[config.mk]
export PLATFORM = sky130hd
export DESIGN_NAME = lsu_mem_master
export DESIGN_NICKNAME = d
export VERILOG_FILES = /design/src/rtl/lsu_pkg.sv /design/src/rtl/lsu_align.sv /design/src/rtl/lsu_mem_master.sv
export SDC_FILE = /design/constraint.sdc
export NUM_CORES = 1
export LEC_CHECK = 0
export CAP_MARGIN = 20
export CORE_AREA = 2 2 125 127
export CTS_CLUSTER_DIAMETER = 100
export DETAILED_ROUTE_END_ITERATION = 6
export DIE_AREA = 0 0 127 129
export PLACE_DENSITY = 0.91
export SLEW_MARGIN = 20
export SYNTH_ARGS = -nofsm -noshare
export SYNTH_HDL_FRONTEND = slang
export SYNTH_SLANG_ARGS = --single-unit
[constraint.sdc]
create_clock -name clk -period 6.2 [get_ports clk]
set_input_delay 1.55 -clock clk [delete_from_list [all_inputs] [get_ports clk]]
set_output_delay 1.55 -clock clk [all_outputs]
set_load 0.01 [all_outputs]
[src/rtl/lsu_pkg.sv]
// lsu_pkg: funct3 encodings and FSM state type shared by the load/store unit
package lsu_pkg;
   localparam logic [2:0] F3_B  = 3'b000;
   localparam logic [2:0] F3_H  = 3'b001;
   localparam logic [2:0] F3_W  = 3'b010;
   localparam logic [2:0] F3_BU = 3'b100;
   localparam logic [2:0] F3_HU = 3'b101;
   typedef enum logic [1:0] {IDLE, RD, WR, RESP} lsu_state_t;
endpackage

[src/rtl/lsu_align.sv]
// lsu_align: byte/halfword lane extraction for loads and lane merge for sub-word stores
module lsu_align import lsu_pkg::*; (
   input  logic [2:0]  funct3,
   input  logic [1:0]  off,
   input  logic [31:0] word,
   input  logic [31:0] wdata,
   output logic [31:0] load_data,
   output logic [31:0] store_word
);
   logic [4:0]  sh;
   logic [31:0] lane;
   logic [31:0] mask;
   // shift the addressed lane down for loads; splice store data into the old word for SB/SH
   always_comb begin
      sh = {off, 3'b000};
      lane = word >> sh;
      load_data = funct3 == F3_B  ? {{24{lane[7]}}, lane[7:0]} :
                  funct3 == F3_BU ? {24'h0, lane[7:0]} :
                  funct3 == F3_H  ? {{16{lane[15]}}, lane[15:0]} :
                  funct3 == F3_HU ? {16'h0, lane[15:0]} : word;
      mask = (funct3 == F3_B ? 32'h0000_00ff : funct3 == F3_H ? 32'h0000_ffff : 32'hffff_ffff) << sh;
      store_word = (word & ~mask) | ((wdata << sh) & mask);
   end
endmodule

[src/rtl/lsu_mem_master.sv]
// lsu_mem_master: single-outstanding RV32I load/store initiator for a word-only data memory
module lsu_mem_master import lsu_pkg::*; #(
   parameter int unsigned MEM_WORDS = 1024
) (
   input  logic        clk,
   input  logic        rst,
   input  logic        req_valid,
   output logic        req_ready,
   input  logic        req_we,
   input  logic [2:0]  req_funct3,
   input  logic [31:0] req_addr,
   input  logic [31:0] req_wdata,
   output logic        resp_valid,
   input  logic        resp_ready,
   output logic [31:0] resp_rdata,
   output logic        resp_err,
   output logic        mem_read,
   output logic        mem_write,
   output logic [31:0] mem_address,
   output logic [31:0] mem_write_data,
   input  logic [31:0] mem_read_data
);
   lsu_state_t  state;
   logic [2:0]  funct3_q;
   logic [1:0]  off_q;
   logic [31:0] wdata_q;
   logic        we_q;
   logic        legal;
   logic        misaligned;
   logic        err;
   logic        sw;
   logic [31:0] load_data;
   logic [31:0] store_word;

   lsu_align u_align (
      .funct3     (funct3_q),
      .off        (off_q),
      .word       (mem_read_data),
      .wdata      (wdata_q),
      .load_data  (load_data),
      .store_word (store_word)
   );

   // handshakes and memory strobes decode straight from state; request checks run on the live inputs
   always_comb begin
      req_ready  = state == IDLE;
      resp_valid = state == RESP;
      mem_read   = state == RD;
      mem_write  = state == WR;
      legal = req_we ? (req_funct3 == F3_B || req_funct3 == F3_H || req_funct3 == F3_W)
                     : (req_funct3 == F3_B || req_funct3 == F3_H || req_funct3 == F3_W ||
                        req_funct3 == F3_BU || req_funct3 == F3_HU);
      misaligned = (req_funct3[1:0] == 2'b01 && req_addr[0]) || (req_funct3[1:0] == 2'b10 && req_addr[1:0] != 2'b00);
      err = !legal || misaligned || {2'b00, req_addr[31:2]} >= 32'(MEM_WORDS);
      sw  = req_we && req_funct3 == F3_W;
   end

   // request capture, read/merge/write sequencing and response holding
   always_ff @(posedge clk or posedge rst) begin
      if (rst) begin
         state          <= IDLE;
         funct3_q       <= 3'b000;
         off_q          <= 2'b00;
         wdata_q        <= 32'h0;
         we_q           <= 1'b0;
         resp_rdata     <= 32'h0;
         resp_err       <= 1'b0;
         mem_address    <= 32'h0;
         mem_write_data <= 32'h0;
      end else begin
         case (state)
            IDLE: if (req_valid) begin
               funct3_q   <= req_funct3;
               off_q      <= req_addr[1:0];
               wdata_q    <= req_wdata;
               we_q       <= req_we;
               resp_rdata <= 32'h0;
               resp_err   <= err;
               if (!err) mem_address <= {2'b00, req_addr[31:2]};
               if (!err && sw) mem_write_data <= req_wdata;
               state <= err ? RESP : sw ? WR : RD;
            end
            RD: begin
               if (we_q) mem_write_data <= store_word;
               else resp_rdata <= load_data;
               state <= we_q ? WR : RESP;
            end
            WR: state <= RESP;
            RESP: if (resp_ready) state <= IDLE;
            default: state <= IDLE;
         endcase
      end
   end
endmodule

==> reports/qor.csv, run 1 <==
metric,value,unit
Vias/cell,5.85,
filler instances,1090,
Worst-path clk slew,60,ps
fraction of registers with async set/reset,100,%
Rows,45,
"Setup violations, final",0,
WP data arrival,3850,ps
Sink Count,135,
DP HPWL,14.8,mm
Final period util,57.2,%
# Max-Cap Violations,0,
Worst setup SP type,input pin,
Mapped Area,0.00708,mm^2
CTS max path bufs,2,
area delta synth->final,39.2,%
routed vias,5929,
first-pass iteration count of the detailed router,5,
crit-path max FO,32,
DIE HEIGHT,129,um
Synth Register Bits,135,
number of global-route vias before repair,5962,
Mapped Cells,633,
H-tree depth,4,
Post-CTS Setup Inserts,0,
Die Width,127,um
Post-DRT Antenna Nets,0,
post-synth top area cell,dfrtp_1,
"count leader, synth",dfrtp_1,
core area,0.0150,mm^2
Max Slew Vio Count,0,
highest clock rate,0.282,GHz
total congestion overflow,0,
kind of cell adding the most delay to the critical path,buffers and inverters,
Post-layout nets,920,
total power draw,4.89,mW
clk_lat worst skew,420,ps
CP Cell Sequence,clkdlybuf4s50_1 -> nor4_1 -> nand4_1 -> o32ai_4 -> buf_4 -> mux2_2,
# IOs,205,
Post-synth top cells,"dfrtp_1 (135), mux2_2 (89), nand2_1 (51), nor2_1 (43), nor2b_1 (30)",
Yosys top cell area share,47.7,%
Die ar.,0.0164,mm^2
drc violations,0,
Leak,4.11,nW
"Hold Vio Cnt, Final",0,
fraction of layout cells with a size suffix above 1,18.7,%
synth unique cells,46,
cell at the slowest stage of the critical path,clkdlybuf4s50_1,
starting density of the core,47.3,%
Worst Skew,6.30,ps
largest net degree at the start of global routing,77,
I/O Buffers,202,
Fin Setup TNS,0,ps
Slew @ Worst Pin,1100,ps
GPL Wtd Cong,0.910,
Worst path max stage delay,430,ps
largest cells by area after synthesis,"dfrtp_1 (48%), mux2_2 (14%), mux2i_1 (3.8%), o211ai_1 (2.8%), nand2_1 (2.7%)",
warnings from Yosys,0,
Max-slew headroom,26.4,%
"Seq/Total Area, Yosys",47.7,%
hold_buf cts,0,
worst setup path class,in2reg,
number of flops mapped to enable cells by yosys,0,
routed wire length,21.0,mm
CTS tree,built,
Power Density,496,mW/mm^2
unrepaired setup endpoints after global routing,no,
CP Data Required Time,6500,ps
Worst Setup End Kind,flop,
PostCTS Resize Cnt,0,
total CTS buffers,17,
CTS Root Cell,clkbuf_16,
area of the multi-input gates,0.00340,mm^2
R2R setup slack,3390,ps
first-pass GRT wire length,32.6,mm
main flop type after synthesis,dfrtp_1,
register area,0.00338,mm^2
final worst path period need,3550,ps
Max VDD drop,213,uV
status,completed,
drt wl/cell,20.7,um
"Buf+Inv Stages, Crit Path",2,
Syn Area/Cell,11.2,um^2
Min-Delay Path Class,reg2reg,
DR iter-0 viols,513,
initial antenna violation count,0,
GRT Total Usage,26.0,%
-- registers in the layout, indices dropped and copies added (netlist names) --
name	count
we_q	1
resp_err	1
resp_rdata	32
off_q	2
mem_write_data	32
funct3_q	3
state	2
mem_address	30
wdata_q	32
-- area by class of cell --
class,instances,area share (%)
repair buffers,212,21.3
flip-flops and latches,135,34.3
diodes,1,0.0254
clock inverters,13,2.54
clock buffers,19,4.50
well taps,188,2.39
multi-input cells,434,34.5
inverters,12,0.483
-- per-layer routing --
layer	global-route usage [%]	routed length (um)	part of all wire (%)	up-vias
li1	-	-	-	2669
met2	40.4	9700	46	339
met5	0	0	0	-
met1	33.0	8420	40	2867
met3	9.23	2120	10	54
met4	11.5	713	3.4	0
-- metrics by stage --
step	hold WS [ps]	setup WS, ps	std cells	utilization, %	instance area, um^2
finish	476	2650	1014	65.8	9850
global route	497	2530	1013	65.8	9850
CTS	480	2660	1013	65.7	9850
global placement	452	2360	981	61.1	9150
floorplan	475	1040	634	-	7080
detailed placement	467	2230	981	61.1	9150
-- placed cells by master, fill, tap and decap left out, types with 3 or more instances in the layout --
master           count
clkdlybuf4s50_1    202
dfrtp_1            133
mux2_2              89
nand2_1             51
nor2_1              43
nor2b_1             29
mux2i_1             27
o211ai_1            26
o31ai_1             24
nand2b_1            20
a21oi_1             19
clkbuf_16           17
a2bb2oi_1           15
o221ai_1            14
inv_1               11
buf_4               10
o21ai_0              9
nand3_1              9
o311ai_0             8
mux4_2               8
a31oi_1              8
bufinv_16            7
nor4_1               5
ha_1                 3
clkinv_2             3
-- worst paths after layout --
check / end / startpoint / depth (start not counted)
min: resp_rdata[4] / resp_rdata[4] / 2
max in group asynchronous: off_q[1] / rst / 3
min in group asynchronous: mem_address[15] / rst / 2
min reg2reg: resp_rdata[4] / resp_rdata[4] / 2
max reg2reg: mem_write_data[5] / state[1] / 8
max: mem_write_data[5] / req_addr[19] / 6
-- power breakdown --
group | internal (mW) | switching (mW) | leakage [nW]
clock network | 0.804 | 0.377 | 0.337
logic | 1.13 | 1.02 | 2.09
registers | 1.20 | 0.357 | 1.69
total | 3.13 | 1.75 | 4.11
-- kinds of logic (layout without fill, tap and decap cells) --
logic type | Yosys count | count (layout) | share of synthesized area [%]
multiplexers | 126 | 126 | 21.0
flip-flops | 135 | 135 | 47.7
adder cells (fa/ha/maj) | 4 | 4 | 0.707
AND/OR/NAND/NOR | 169 | 169 | 11.8
AO/OA/AOI/OAI | 133 | 133 | 14.2
buffers and inverters | 65 | 256 | 4.54
other | 1 | 3 | 0.0530
-- worst reg2reg max path, delay by kind of cell, from the launching register on --
| family | cells | cell delay, ps |
|---|---|---|
| buffers and inverters | 3 | 1040 |
| adder cells (fa/ha/maj) | 1 | 180 |
| AO/OA/AOI/OAI | 1 | 220 |
| flip-flops | 1 | 410 |
| AND/OR/NAND/NOR | 1 | 120 |
| multiplexers | 2 | 740 |
No activity file was read; power rests on OpenSTA's default activity.
==> run 2, diff against run 1 <==
clock period = 3.45 ns   (was 6.2 ns; I/O delays follow)
==> reports/qor.csv, run 2 (same netlist as run 1, synthesis figures left out) <==
metric,value,unit,change
status,completed,,
Die Width,127,um,unchanged
drc violations,0,,unchanged
WP data arrival,2090,ps,-1760 ps
post-route cell area,0.00980,mm^2,-0.52%
routed wire length,21.1,mm,+0.60%
"non-filler cells, final",1019,,+0.49%
Vias/cell,5.88,,+0.52%
"commonest cells after routing, fill and taps aside","clkdlybuf4s50_1 (202), dfrtp_1 (133), mux2_2 (89)",,
Slew @ Worst Pin,912,ps,-189 ps
CTS Root Cell,clkbuf_16,,
routed vias,5989,,+1.0%
initial antenna violation count,0,,unchanged
CTS max path bufs,2,,unchanged
Fin Setup TNS,0,ps,unchanged
H-tree depth,4,,unchanged
largest net degree at the start of global routing,49,,-36%
DP HPWL,15.5,mm,+5.0%
fraction of layout cells with a size suffix above 1,18.9,%,+0.23 points
metal3 WL,1.93,mm,-9.3%
"most common cell after layout, fill and taps aside",clkdlybuf4s50_1,,
Max-slew headroom,38.8,%,+12 points
unrepaired setup endpoints after global routing,no,,
# IOs,205,,unchanged
Placement Cell Area,0.00924,mm^2,+0.96%
crit-path max FO,30,,-6.3%
M1 WL,8.51,mm,+1.1%
Hold Slack,479,ps,+2.86 ps
Post-layout nets,927,,+0.76%
first-pass iteration count of the detailed router,5,,unchanged
clk_lat worst skew,420,ps,about the same
worst setup path class,reg2out,,
Worst Skew,4.73,ps,-1.57 ps
Sink Count,135,,unchanged
Final Worst Setup Slack,499,ps,-2150 ps
Leak,4.09,nW,-0.58%
number of global-route vias before repair,6114,,+2.5%
Max Slew Vio Count,0,,unchanged
total congestion overflow,0,,unchanged
I/O Buffers,202,,unchanged
Post-CTS Setup Inserts,0,,unchanged
CP startpoint,state[1],,
DR iter-0 viols,501,,-2.3%
biggest regs,"mem_write_data x32, resp_rdata x32, wdata_q x32",,
"Hold Vio Cnt, Final",0,,unchanged
Min-Delay Path Class,reg2reg,,
Power Density,863,mW/mm^2,+74%
starting density of the core,47.3,%,unchanged
core area,0.0150,mm^2,unchanged
pre-CTS setup slack,258,ps,-1970 ps
CTS tree,built,,
highest clock rate,0.339,GHz,
Final period util,85.5,%,
top sig layer,met4,,
drt wl/cell,20.7,um,+0.11%
GRT Total Usage,26.7,%,+0.71 points
metal2 WL,9.90,mm,+2.1%
hold_buf cts,0,,unchanged
Worst Setup End Kind,primary output,,
PostCTS Resize Cnt,0,,unchanged
final worst path period need,2950,ps,
Worst setup SP type,flop,,
Max VDD drop,326,uV,+53%
number of diodes,0,,-1
worst flop-to-flop path startpoint,off_q[1],,
Die ar.,0.0164,mm^2,unchanged
GPL Wtd Cong,0.856,,-5.9%
filler instances,1096,,+0.55%
Post-DRT Antenna Nets,0,,unchanged
DP Cell Count,988,,+0.71%
Hold Startpoint,resp_rdata[10],,
total CTS buffers,17,,unchanged
DIE HEIGHT,129,um,unchanged
Worst-path clk slew,50,ps,about the same
first-pass GRT wire length,33.4,mm,+2.6%
area delta synth->final,38.5,%,
"Setup violations, final",0,,unchanged
CP Data Required Time,2590,ps,-3910 ps
Rows,45,,unchanged
# Max-Cap Violations,0,,unchanged
-- run 2: cell types whose count changed in the layout (fill, tap and decap cells not counted), moves of 2 or more --
cell	previous run	this run
bufinv_16	7	2
buf_12	0	3
clkinv_2	3	6
buf_4	10	14
clkbuf_1	1	3
clkinv_4	2	0
clkinvlp_4	1	3
-- run 2: per-stage QoR --
stage / utilization (%) / total power [mW]
3_3_place_gp: 61.7 / 6.50
4_1_cts: 65.4 / 8.42
5_1_grt: 65.4 / 8.91
2_1_floorplan: - / 5.22
3_5_place_dp: 61.7 / 6.65
6_report: 65.4 / 8.45
-- run 2: report_power, final --
group / leakage, nW / switching (mW) / internal (mW)
Sequential: 1.69 / 0.625 / 2.16
Clock: 0.272 / 0.660 / 1.07
Combinational: 2.13 / 1.87 / 2.08
-- run 2: worst paths after layout --
kind	to	slack, ps	cells after the start
max	mem_read	500	3
min	resp_rdata[10]	480	2
max reg2reg	resp_rdata[27]	770	5
min reg2reg	resp_rdata[10]	480	2
max in group asynchronous	mem_write_data[6]	1720	3
min in group asynchronous	mem_write_data[12]	920	2
-- run 2: routing by layer --
metal	track usage, %	vias to the layer above
met5	0	-
met4	13.2	0
met3	8.52	59
met2	42.6	329
met1	32.9	2927
li1	-	2674
-- run 2: final cells by class --
type	count	area, um^2	share of cell area [%]
multi-input combinational	434	3390	34.6
sequential	135	3380	34.5
timing repair buffer	219	2190	22.3
clock buffer	21	450	4.60
tap	188	235	2.40
clock inverter	10	105	1.07
inverter	12	48.8	0.498
-- run 2: worst max-delay path, stage by stage, from the launching register on --
cell,delay [ps]
dfrtp_1,410
inv_1,100
ha_2,510
clkdlybuf4s50_1,650
